<file path="src/rtl/alu_seq_responder.sv">
// alu_seq_responder: valid/ready integer ALU with single-cycle ops and an iterative shift-add multiplier
module alu_seq_responder #(
  parameter int WIDTH = 4
) (
  input  logic             clk,
  input  logic             rst,
  input  logic             in_valid,
  output logic             in_ready,
  input  logic [2:0]       op,
  input  logic [WIDTH-1:0] A,
  input  logic [WIDTH-1:0] B,
  output logic             out_valid,
  input  logic             out_ready,
  output logic [WIDTH-1:0] result,
  output logic [WIDTH-1:0] result_hi,
  output logic             carry,
  output logic             zero,
  output logic             overflow
);
  localparam logic [1:0] IDLE = 2'd0;
  localparam logic [1:0] MULT = 2'd1;
  localparam logic [1:0] DONE = 2'd2;
  localparam logic [2:0] OP_AND = 3'b000;
  localparam logic [2:0] OP_OR  = 3'b001;
  localparam logic [2:0] OP_XOR = 3'b010;
  localparam logic [2:0] OP_ADD = 3'b011;
  localparam logic [2:0] OP_SUB = 3'b100;
  localparam logic [2:0] OP_MUL = 3'b101;
  localparam logic [2:0] OP_SHL = 3'b110;
  localparam int CW = $clog2(WIDTH + 1);
  localparam logic [CW-1:0] LAST = CW'(WIDTH - 1);
  localparam int M = WIDTH - 1;
  logic [1:0] state_q, state_d;
  logic [2*WIDTH-1:0] acc_q, acc_d, mcand_q, mcand_d, acc_step;
  logic [WIDTH-1:0] mplier_q, mplier_d;
  logic [CW-1:0] cnt_q, cnt_d;
  logic [WIDTH-1:0] result_q, result_d, result_hi_q, result_hi_d, alu_res;
  logic carry_q, carry_d, zero_q, zero_d, overflow_q, overflow_d;
  logic alu_c, alu_v;
  logic [WIDTH:0] sum, diff;
  always_comb begin
    sum  = {1'b0, A} + {1'b0, B};
    diff = {1'b0, A} - {1'b0, B};
    alu_res = '0;
    alu_c = 1'b0;
    alu_v = 1'b0;
    case (op)
      OP_AND: alu_res = A & B;
      OP_OR:  alu_res = A | B;
      OP_XOR: alu_res = A ^ B;
      OP_ADD: begin
        alu_res = sum[WIDTH-1:0];
        alu_c = sum[WIDTH];
        alu_v = (A[M] == B[M]) && (sum[M] != A[M]);
      end
      OP_SUB: begin
        alu_res = diff[WIDTH-1:0];
        alu_c = diff[WIDTH];
        alu_v = (A[M] != B[M]) && (diff[M] != A[M]);
      end
      OP_SHL: begin
        alu_res = {A[WIDTH-2:0], 1'b0};
        alu_c = A[M];
      end
      3'b111: begin
        alu_res = {1'b0, A[WIDTH-1:1]};
        alu_c = A[0];
      end
      default: alu_res = '0;
    endcase
  end
  assign acc_step = acc_q + (mplier_q[0] ? mcand_q : '0);
  always_comb begin
    state_d = state_q;
    acc_d = acc_q;
    mcand_d = mcand_q;
    mplier_d = mplier_q;
    cnt_d = cnt_q;
    result_d = result_q;
    result_hi_d = result_hi_q;
    carry_d = carry_q;
    zero_d = zero_q;
    overflow_d = overflow_q;
    case (state_q)
      IDLE: if (in_valid) begin
        if (op == OP_MUL) begin
          acc_d = '0;
          mcand_d = {{WIDTH{1'b0}}, A};
          mplier_d = B;
          cnt_d = '0;
          state_d = MULT;
        end else begin
          result_d = alu_res;
          result_hi_d = '0;
          carry_d = alu_c;
          zero_d = alu_res == '0;
          overflow_d = alu_v;
          state_d = DONE;
        end
      end
      MULT: begin
        acc_d = acc_step;
        mcand_d = mcand_q << 1;
        mplier_d = mplier_q >> 1;
        cnt_d = cnt_q + 1'b1;
        if (cnt_q == LAST) begin
          result_d = acc_step[WIDTH-1:0];
          result_hi_d = acc_step[2*WIDTH-1:WIDTH];
          carry_d = 1'b0;
          zero_d = acc_step[WIDTH-1:0] == '0;
          overflow_d = acc_step[2*WIDTH-1:WIDTH] != '0;
          state_d = DONE;
        end
      end
      DONE: state_d = out_ready ? IDLE : DONE;
      default: state_d = IDLE;
    endcase
  end
  always_ff @(posedge clk) begin
    if (rst) begin
      state_q <= IDLE;
      acc_q <= '0;
      mcand_q <= '0;
      mplier_q <= '0;
      cnt_q <= '0;
      result_q <= '0;
      result_hi_q <= '0;
      carry_q <= 1'b0;
      zero_q <= 1'b0;
      overflow_q <= 1'b0;
    end else begin
      state_q <= state_d;
      acc_q <= acc_d;
      mcand_q <= mcand_d;
      mplier_q <= mplier_d;
      cnt_q <= cnt_d;
      result_q <= result_d;
      result_hi_q <= result_hi_d;
      carry_q <= carry_d;
      zero_q <= zero_d;
      overflow_q <= overflow_d;
    end
  end
  assign in_ready = state_q == IDLE;
  assign out_valid = state_q == DONE;
  assign result = result_q;
  assign result_hi = result_hi_q;
  assign carry = carry_q;
  assign zero = zero_q;
  assign overflow = overflow_q;
endmodule

</file>
<file path="config.mk">
export PLATFORM = sky130hd
export DESIGN_NAME = alu_seq_responder
export DESIGN_NICKNAME = d
export VERILOG_FILES = /design/src/rtl/alu_seq_responder.sv
export SDC_FILE = /design/constraint.sdc
export NUM_CORES = 1
export LEC_CHECK = 0
export BUFFER_PORTS_ARGS = -buffer_cell sky130_fd_sc_hd__buf_4
export CAP_MARGIN = 20
export CORE_MARGIN = 5
export CORE_UTILIZATION = 60
export DETAILED_ROUTE_END_ITERATION = 16
export PLACE_DENSITY_LB_ADDON = 0.25
export SLEW_MARGIN = 20
export SYNTH_ARGS = -nofsm -noshare
export SYNTH_HDL_FRONTEND = slang
export SYNTH_SLANG_ARGS = --single-unit
</file>
<file path="constraint.sdc">
create_clock -name clk -period 4.1 [get_ports clk]
set_input_delay 0.615 -clock clk [delete_from_list [all_inputs] [get_ports clk]]
set_output_delay 0.615 -clock clk [all_outputs]
set_load 0.01 [all_outputs]
</file>
==> impl_results.md <==
* Status: finished, final reports clean
* Crit start category: flop
* Pwr Total at 0.779 mW
* Mapped Avg Cell Area at 7.85 sq um
* Fill cells at about 300
* Worst setup margin at 1.48 ns
* Relative slew slack at 0.396
* I/O pin count at 28
* RSZ-0062 raised after global routing: false
* Post-layout instance area at 2660 sq um
* Fraction of registers with async set/reset at 0
* Initial antenna violation count at 0
* Worst reg2reg setup slack at 1.48 ns
* First-pass GRT wire length at around 9300 um
* Yosys reg bits at 36
* CP Class: flop to flop
* Finish-stage setup viols at 0
* CTS-repair resized insts at 0
* Initial DRC Count at 178
* Largest net degree at the start of global routing at 37
* Post-Place Worst Slack at between 1 and 1.5 ns
* Layout area overhead at 11.9%
* Sink of the worst hold path: result_hi[3]
* CTS Sinks at 36
* Post-Route WL at 5540 um
* Final #Nets at 359
* Clock tree buffer depth at 2
* Hold path start: result_hi[3]
* Top FF cell, synth: dfxtp_1
* Drt first pass iters at 5
* Hold crit path type: flop to flop
* Period Utilization, post-route at 0.640
* TritonCTS clock tree: built
* Die X at between 70 and 80 um
* Htree depth at 2
* Worst-path clk slew at 0.07 ns
* Syn Std Cell Area at 2380 sq um
* Worst-Margin Slew at 0.907 ns
* Post-DP Area at 2560 sq um
* Final Hold Viols at 0
* Xor/xnor share of the synthesized area at 0.0332
* Total setup buffers inserted after CTS at 0
* I/O Buffers at 27
* TNS Setup at 0 ns
* Fraction of layout cells with a size suffix above 1 at 0.125
* Vias in the first global route at 2,054
* Worst Skew at 0.00867 ns
* Ys Warns at 0
* P_leak at 1.12 nW
* Wire per inst at 15.0 um
* Root Buffer: clkbuf_8
* Hold Buf Count CTS at 0
* EDFF count, synth at 0
* Syn nets at 342
* Post-Synth Adder-Cell Area at 0.136
* Reg2reg start: mplier_q[0]
* Critical Path AT at 2.83 ns
* Post-synthesis mux area share at 0.0316
* FF-to-FF path depth at 9
* CP max FO at 9
* Fin cells at 368
* Clock insertion delay at the later pin of the skew report at 0.29 ns
* Final Wtd Congestion at 0.906
* Pins Over Slew Limit at 0
* Placed insts at 361
* Final worst path period need at 2.62 ns
* Ant. Diodes at 0
* Sequential area share after synthesis at 0.303
* Chip height at 72.9 um
* Grt ovf at 0
* Rows at 22
* DP HPWL at 4030 um
* CTS Buf Count at 5
* P per Cell Area at 293 nW/um^2
* VDD IR max at 0.244 mV
* Core area at ~3700 sq um
* Vias at 2,179
* Worst setup EP type: flop
* ANT nets after route at 0
* Hold path depth at 2
* Mapped Cells at 303
* Fmax at 0.381 GHz
* Residual DRC at 0
* Synth Area in Compound Gates at 0.214
* Synth unique cells at 46
* Via density at between 5 and 6
* Worst EP required at 4.30 ns
* Simple-gate share of the synthesized area at 0.221
* Initial Utilization at 0.635
* Largest family of logic cells by synthesized area: simple AND/OR/NAND/NOR gates
* Maxcap violations at 0
* Overall Global Routing Usage at 0.221
* Die Area at roughly 5300 sq um
* Worst R2R End: overflow
worst max-delay path, cell delays in order, from the launching register on:
cell,delay [ns]
dfxtp_1,0.38
and2_1,0.18
ha_1,0.22
fa_1,0.41
a211oi_1,0.41
o21bai_1,0.15
a21oi_1,0.22
xnor2_1,0.19
nand2_1,0.12
a311oi_1,0.25
layer usage:
metal  routed length [um]  share of wire  vias to the layer above  GRT usage
met4                   40         0.0072                        0     0.0697
met3                  297          0.054                        5     0.0455
met5                    0              0                        -          0
met1                 2620           0.47                     1025      0.304
li1                     -              -                     1087          -
met2                 2580           0.47                       62      0.347
worst max-delay path by stage:
stage,from,slack (ns),depth (start not counted),end
2_1_floorplan,A[0],1.49,9,zero
3_3_place_gp,B[0],1.31,10,zero
3_5_place_dp,B[0],1.24,10,zero
4_1_cts,mplier_q[0],1.51,9,overflow
5_1_grt,mplier_q[0],1.24,9,overflow
6_report,mplier_q[0],1.48,9,overflow
report_power, final:
group / switching [mW] / internal (mW)
Combinational: 0.0807 / 0.0594
Clock: 0.122 / 0.150
Sequential: 0.00749 / 0.360
cell type report:
cell class                 instances  area, sq um  area share
multi-input combinational        232         1510       0.567
tap                               48         60.1      0.0226
timing repair buffer              28          210      0.0790
sequential                        36          721       0.271
clock buffer                       7         96.3      0.0362
inverter                          17         63.8      0.0240
placed cells by master, fill, tap and decap left out, types with 4 or more instances in the layout:
cell type and instances:
nand2_1 40, dfxtp_1 36, nor2_1 32, a21oi_1 32, buf_4 28, ha_1 21, inv_1 17, nand3_1 9
a311oi_1 9, and2_1 8, o21ai_0 8, nor3_1 7, clkbuf_8 7, nand2b_1 6, xor2_1 6, o211ai_1 5
nor2b_1 4
sequential cells by signal, indices dropped and copies added (netlist names):
| name | flops |
|---|---|
| mplier_q | 4 |
| overflow | 1 |
| acc_q | 8 |
| carry | 1 |
| mcand_q | 8 |
| zero | 1 |
| cnt_q | 3 |
| state_q | 2 |
| result_hi | 4 |
| result | 4 |
cell usage after synthesis (all sizes together), types with 2 or more instances:
| master | instances | area (sq um) |
|---|---|---|
| a211oi | 3 | 22.5 |
| a21o | 3 | 22.5 |
| a21oi | 32 | 160 |
| a311oi | 9 | 78.8 |
| a31oi | 2 | 12.5 |
| a32oi | 3 | 26.3 |
| and2 | 8 | 50.1 |
| buf | 7 | 42.5 |
| clkbuf | 11 | 41.3 |
| dfxtp | 36 | 721 |
| fa | 3 | 60.1 |
| ha | 21 | 263 |
| inv | 17 | 63.8 |
| mux2 | 2 | 22.5 |
| mux2i | 3 | 30.0 |
| nand2 | 40 | 150 |
| nand2b | 6 | 37.5 |
| nand3 | 9 | 45.0 |
| nor2 | 32 | 120 |
| nor2b | 4 | 25.0 |
| nor3 | 7 | 35.0 |
| o211ai | 5 | 37.5 |
| o21ai | 8 | 40.0 |
| o21bai | 3 | 22.5 |
| o32ai | 2 | 17.5 |
| or2 | 3 | 18.8 |
| or3 | 2 | 12.5 |
| xnor2 | 3 | 26.3 |
| xor2 | 6 | 52.6 |
per-stage QoR:
stage	hold WS (ns)	utilization
2_1_floorplan	0.441	-
3_3_place_gp	0.440	0.685
3_5_place_dp	0.444	0.685
4_1_cts	0.453	0.711
5_1_grt	0.469	0.711
6_report	0.450	0.711
kinds of logic (layout without fill, tap and decap cells):
logic type	after synthesis	in the layout
AOI/OAI and AO/OA	78	78
xor gates and xnor gates	9	9
adders and majority gates	24	24
buffers and inverters	35	52
DFF	36	36
muxes	6	6
and+or+nand+nor	115	115
Note: power is estimated with default switching activity, not from simulation.
